### config.mk
export PLATFORM = sky130hd
export DESIGN_NAME = qif_neuron_array_flat
export DESIGN_NICKNAME = d
export VERILOG_FILES = /design/src/rtl/qif_neuron_array_if.sv /design/src/rtl/qif_neuron_array.sv /design/src/flat_wrapper.sv
export SDC_FILE = /design/constraint.sdc
export NUM_CORES = 1
export LEC_CHECK = 0
export CORE_ASPECT_RATIO = 1.5
export CORE_MARGIN = 2
export CORE_UTILIZATION = 30
export DETAILED_ROUTE_END_ITERATION = 10
export PLACE_DENSITY_LB_ADDON = 0.1
export SETUP_SLACK_MARGIN = 0.4
export SLEW_MARGIN = 10
export SYNTH_ARGS = -nofsm -noshare
export SYNTH_HDL_FRONTEND = slang
export SYNTH_SLANG_ARGS = --single-unit
### constraint.sdc
create_clock -name clk -period 7.65 [get_ports clk]
set_input_delay 0.765 -clock clk [delete_from_list [all_inputs] [get_ports clk]]
set_output_delay 0.765 -clock clk [all_outputs]
set_load 0.1 [all_outputs]
### src/rtl/qif_neuron_array_if.sv
// Stimulus / readout bus of the QIF neuron array: input-switch side drives en and stim,
// the array returns per-update results and the running spike count.
interface qif_neuron_array_if #(
  parameter int WIDTH = 8,
  parameter int N_CH  = 4
);
  localparam int CH_W = (N_CH > 1) ? $clog2(N_CH) : 1;

  logic                    en;
  logic [N_CH*WIDTH-1:0]   stim;
  logic                    upd_valid;
  logic [CH_W-1:0]         upd_ch;
  logic signed [WIDTH-1:0] v_out;
  logic                    spike;
  logic [7:0]              spike_cnt;

  modport master (
    output en, stim,
    input  upd_valid, upd_ch, v_out, spike, spike_cnt
  );

  modport slave (
    input  en, stim,
    output upd_valid, upd_ch, v_out, spike, spike_cnt
  );
endinterface

### src/rtl/qif_neuron_array.sv
// N_CH-channel quadratic integrate-and-fire neuron array sharing one saturating datapath;
// channels are visited round-robin, one per enabled cycle.
module qif_neuron_array #(
  parameter int WIDTH    = 8,
  parameter int N_CH     = 4,
  parameter int IN_SHIFT = 2,
  parameter int Q_SHIFT  = 3,
  parameter int THRESH   = 50,
  parameter int V_RESET  = -20,
  parameter int V_INIT   = 0,
  parameter int REFRAC   = 2
) (
  input  logic             clk,
  input  logic             reset,
  qif_neuron_array_if.slave bus
);
  localparam int CH_W = (N_CH > 1) ? $clog2(N_CH) : 1;
  localparam int RW   = (REFRAC > 0) ? $clog2(REFRAC + 1) : 1;
  localparam int SW   = 2*WIDTH + 2;
  localparam int PW   = 2*WIDTH;

  typedef logic signed [WIDTH-1:0] pot_t;
  typedef logic [RW-1:0]           ref_t;
  typedef logic [CH_W-1:0]         ch_t;

  localparam pot_t THRESH_V  = pot_t'(THRESH);
  localparam pot_t V_RESET_V = pot_t'(V_RESET);
  localparam pot_t V_INIT_V  = pot_t'(V_INIT);
  localparam ref_t REFRAC_V  = ref_t'(REFRAC);
  localparam ch_t  LAST_CH   = ch_t'(N_CH - 1);

  localparam logic signed [SW-1:0] SAT_HI = {{(SW-WIDTH+1){1'b0}}, {(WIDTH-1){1'b1}}};
  localparam logic signed [SW-1:0] SAT_LO = {{(SW-WIDTH+1){1'b1}}, {(WIDTH-1){1'b0}}};

  // Per-channel state
  pot_t v_mem  [N_CH];
  ref_t rf_mem [N_CH];
  ch_t  ch_sel;

  // Registered outputs
  logic       upd_valid_q;
  ch_t        upd_ch_q;
  pot_t       v_out_q;
  logic       spike_q;
  logic [7:0] spike_cnt_q;

  // Datapath for the currently selected channel
  pot_t                    cur_v;
  ref_t                    cur_r;
  logic [WIDTH-1:0]        cur_stim;
  pot_t                    q;
  logic signed [PW-1:0]    q_ext;
  logic signed [PW-1:0]    q_sq;
  logic signed [SW-1:0]    sum;
  pot_t                    sat_v;
  pot_t                    v_next;
  ref_t                    r_next;
  logic                    fire;
  ch_t                     ch_next;

  // NOTE: always_comb with every output given a default first, so no path can infer a latch.
  always_comb begin
    cur_v    = v_mem[ch_sel];
    cur_r    = rf_mem[ch_sel];
    cur_stim = bus.stim[ch_sel*WIDTH +: WIDTH];
    q        = cur_v >>> Q_SHIFT;
    q_ext    = {{WIDTH{q[WIDTH-1]}}, q};
    q_sq     = q_ext * q_ext;
    // Wide enough that v + stim + q^2 can never wrap before clamping.
    sum      = {{(SW-WIDTH){cur_v[WIDTH-1]}}, cur_v}
             + {{(SW-WIDTH){1'b0}}, cur_stim >> IN_SHIFT}
             + {{(SW-PW){q_sq[PW-1]}}, q_sq};
    if (sum > SAT_HI)      sat_v = SAT_HI[WIDTH-1:0];
    else if (sum < SAT_LO) sat_v = SAT_LO[WIDTH-1:0];
    else                   sat_v = sum[WIDTH-1:0];

    v_next = sat_v;
    r_next = cur_r;
    fire   = 1'b0;
    if (cur_r != '0) begin
      v_next = V_RESET_V;
      r_next = cur_r - 1'b1;
    end else if (cur_v >= THRESH_V) begin
      // Threshold is tested on the stored value, so a crossing fires on the next visit.
      v_next = V_RESET_V;
      r_next = REFRAC_V;
      fire   = 1'b1;
    end

    ch_next = (ch_sel == LAST_CH) ? '0 : ch_sel + 1'b1;
  end

  // NOTE: the channel arrays are flops, not RAM, and are cleared by reset like any other state.
  always_ff @(posedge clk or posedge reset) begin
    if (reset) begin
      for (int k = 0; k < N_CH; k++) begin
        v_mem[k]  <= V_INIT_V;
        rf_mem[k] <= '0;
      end
      ch_sel      <= '0;
      upd_valid_q <= 1'b0;
      upd_ch_q    <= '0;
      v_out_q     <= V_INIT_V;
      spike_q     <= 1'b0;
      spike_cnt_q <= '0;
    end else if (bus.en) begin
      // NOTE: non-blocking assignments throughout, so every register sees pre-edge values.
      v_mem[ch_sel]  <= v_next;
      rf_mem[ch_sel] <= r_next;
      ch_sel         <= ch_next;
      upd_valid_q    <= 1'b1;
      upd_ch_q       <= ch_sel;
      v_out_q        <= v_next;
      spike_q        <= fire;
      if (fire) spike_cnt_q <= spike_cnt_q + 8'd1;
    end else begin
      upd_valid_q <= 1'b0;
      spike_q     <= 1'b0;
    end
  end

  assign bus.upd_valid = upd_valid_q;
  assign bus.upd_ch    = upd_ch_q;
  assign bus.v_out     = v_out_q;
  assign bus.spike     = spike_q;
  assign bus.spike_cnt = spike_cnt_q;
endmodule

### src/flat_wrapper.sv
// flat-port wrapper written by rule: the top's interface ports become plain ports
module qif_neuron_array_flat 
#(
  parameter int WIDTH    = 8,
  parameter int N_CH     = 4,
  parameter int IN_SHIFT = 2,
  parameter int Q_SHIFT  = 3,
  parameter int THRESH   = 50,
  parameter int V_RESET  = -20,
  parameter int V_INIT   = 0,
  parameter int REFRAC   = 2
)
  (clk, reset, bus_en, bus_stim, bus_upd_valid, bus_upd_ch, bus_v_out, bus_spike, bus_spike_cnt);
  qif_neuron_array_if #(.WIDTH(WIDTH), .N_CH(N_CH)) bus_i ();
  input  logic clk;
  input  logic reset;
  input wire logic [$bits(bus_i.en)-1:0] bus_en;
  input wire logic [$bits(bus_i.stim)-1:0] bus_stim;
  output wire logic [$bits(bus_i.upd_valid)-1:0] bus_upd_valid;
  output wire logic [$bits(bus_i.upd_ch)-1:0] bus_upd_ch;
  output wire logic [$bits(bus_i.v_out)-1:0] bus_v_out;
  output wire logic [$bits(bus_i.spike)-1:0] bus_spike;
  output wire logic [$bits(bus_i.spike_cnt)-1:0] bus_spike_cnt;
  assign bus_i.en = bus_en;
  assign bus_i.stim = bus_stim;
  assign bus_upd_valid = bus_i.upd_valid;
  assign bus_upd_ch = bus_i.upd_ch;
  assign bus_v_out = bus_i.v_out;
  assign bus_spike = bus_i.spike;
  assign bus_spike_cnt = bus_i.spike_cnt;
  qif_neuron_array #(.WIDTH(WIDTH), .N_CH(N_CH), .IN_SHIFT(IN_SHIFT), .Q_SHIFT(Q_SHIFT), .THRESH(THRESH), .V_RESET(V_RESET), .V_INIT(V_INIT), .REFRAC(REFRAC)) u_core (.clk(clk), .reset(reset), .bus(bus_i));
endmodule
==> metrics.yaml <==
status:
  outcome: "completed"
worst_setup_path:
  critical_path_required_ns: 7.86
  worstRegToRegCells: 23
  path_class: "reg2reg"
  critPathCaptureType: "flip-flop"
  worstPathArrival_ns: 6.91
  crit_fanout: 11
  startpoint_type: "flip-flop"
finish:
  drive_gt1_share_pct: 13.2
  final_cell_mix: "dfrtp_1 (62), nand2_1 (47), clkdlybuf4s50_1 (46)"
  fillers: 1488
  nets: 557
  diodes: 0
  syn_to_final_growth_pct: 22.2
  final_common_cell: "dfrtp_1"
floorplanning:
  rows: 54
  die_area_sq_um: 15600
  start_util_pct: 30.4
  die_w_um: 103
  core-area_sq_um: 14500
  boundaryPins: 55
  die_y_um: 152
yosys:
  ys_ff_latch: 62
  synth_top_cell_area_share_pct: 35.3
  synth-seq-area-share_pct: 35.3
  ys_async_sr_fraction_pct: 100
  syn_nets: 506
  ys_types: 50
  synth-edff-count: 0
  synthCells: 422
  yosysTopAreaCell: "dfrtp_1"
  synth_flop_cell: "dfrtp_1"
  synthTopCellsByArea: "dfrtp_1 (35%), ha_1 (10%), mux4_2 (7.7%), fa_1 (5.9%), xnor2_1 (4.6%)"
  netlist_area_sq_um: 4390
  avgSynthCellArea_sq_um: 10.4
  yosysWarnings: 0
clock_network:
  cts_max_path_buffers: 2
  cts.sinks: 62
  cts_buffers: 9
  post_cts_buffers: 0
  cts_tree: "built"
  cts_root_buffer: "clkbuf_16"
  clkSlewWorstSetupHoldPaths_ns: 0.05
  cts_hold_buf: 0
  h-tree-depth: 3
  cts.repair.resized: 0
  clkLatencyLatePin_ns: 0.32
sta:
  fmax_ghz: 0.149
  tightest_slew_ns: 0.981
  rsz0062_at_grt: "no"
  skew_ns: 0.00263
  period_share_pct: 87.6
  drv_slew: 0
  setup_viol: 0
  hold_viol: 0
  finalCriticalPeriod_ns: 6.70
  max-slew-margin-rel_pct: 34.4
  setup_tns_ns: 0
  setup_ws_ns: 0.948
drt:
  drc: 0
  first_iter_violations: 100
  vias_per_cell: 4.75
  num_vias: 3195
  post_drt_wl_per_cell_um: 15.1
  ant_nets: 0
  wl_met3_um: 216
  drtPass1Iterations: 5
  wl_um: 10200
  wl_met2_um: 5500
  top_layer: "met4"
  wl_met1_um: 4270
place:
  place.gp.congestion: 0.747
  port-buffer-count: 46
  post-dp-hpwl_um: 7930
  preCtsSetupSlack_ns: 0.891
grt:
  grt_remaining_overflow: 0
  grt_pass1_vias: 3342
  grtUsageTotal_pct: 14.3
  grt_pass1_wl_um: 17400
  antenna_found_initial: 0
  grt_max_degree: 63
hold_path:
  min_path_cells: 2
  hold_path_class: "reg2reg"
job:
  cap_violations: 0
-- layer usage --
layer / track usage [%] / vias up
li1: - / 1592
met1: 18.0 / 1559
met2: 24.8 / 33
met3: 2.06 / 11
met4: 4.76 / 0
met5: 0 / -
-- worst max-delay path, stage by stage, from the launching register on --
cell and delay, ns:
dfrtp_1 0.50, buf_4 0.29, mux4_2 0.66, nand2_1 0.17, xnor2_1 0.13, ha_1 0.27, fa_1 0.54, inv_1 0.05
fa_1 0.49, inv_1 0.06, ha_1 0.28, a21o_1 0.15, a21oi_1 0.24, o21bai_1 0.12, a21oi_1 0.19, xnor2_1 0.09
ha_1 0.37, nand4_1 0.11, a221o_1 0.34, a21o_1 0.19, a2111oi_1 0.57, nor3_1 0.15, o211a_1 0.31, mux2_2 0.29
-- registers in the layout, summed over array words and instances (netlist names) --
signal                flops
u_core.bus.v_out          8
u_core.bus.upd_valid      1
u_core.ch_sel             2
u_core.bus.spike          1
u_core.bus.upd_ch         2
u_core.v_mem             32
u_core.bus.spike_cnt      8
u_core.rf_mem             8
-- final timing paths --
path | startpoint | end | slack (ns)
max in group asynchronous | reset | u_core.rf_mem[7] | 6.13
hold reg to reg | u_core.rf_mem[4] | u_core.rf_mem[4] | 0.47
hold / removal | u_core.rf_mem[4] | u_core.rf_mem[4] | 0.47
setup / recovery | u_core.ch_sel[0] | u_core.v_mem[17] | 0.95
min in group asynchronous | reset | u_core.bus.v_out[5] | 1.00
setup reg to reg | u_core.ch_sel[0] | u_core.v_mem[17] | 0.95
-- cell type report --
cell class,count,area (sq um),share of cell area (%)
clock buffer,13,270,5.04
timing repair buffer,53,513,9.57
tap,196,245,4.57
clock inverter,1,5.00,0.0933
multi-input combinational,313,2650,49.4
inverter,34,128,2.38
sequential,62,1550,28.9
-- through the flow --
| stage | hold slack [ns] | util, % | instance area (sq um) | cells |
|---|---|---|---|---|
| after floorplan | 0.441 | - | 4390 | 422 |
| after global placement | 0.458 | 35.2 | 5090 | 658 |
| after detailed placement | 0.463 | 35.2 | 5090 | 658 |
| after CTS | 0.476 | 37.1 | 5360 | 672 |
| after global routing | 0.496 | 37.1 | 5360 | 672 |
| final | 0.473 | 37.1 | 5360 | 672 |
-- cell families after synthesis --
logic type / share of synthesized area, %
adder cells (fa/ha/maj): 16.2
AND/OR/NAND/NOR: 12.0
buffers and inverters: 4.28
AO/OA/AOI/OAI: 14.5
XOR/XNOR: 5.79
multiplexers: 11.9
flip-flops: 35.3
-- synth_stat cells (9+ instances only) --
| master | number |
|---|---|
| inv_1 | 34 |
| a21oi_1 | 35 |
| and2_1 | 9 |
| fa_1 | 13 |
| xnor2_1 | 23 |
| ha_1 | 36 |
| o21ai_0 | 17 |
| nand2_1 | 47 |
| mux4_2 | 15 |
| mux2_2 | 13 |
| nor2_1 | 27 |
| dfrtp_1 | 62 |
Power is left out: the tool's default activity adds up to more than one toggle a clock period on the data nets, which glitch-free logic cannot reach.
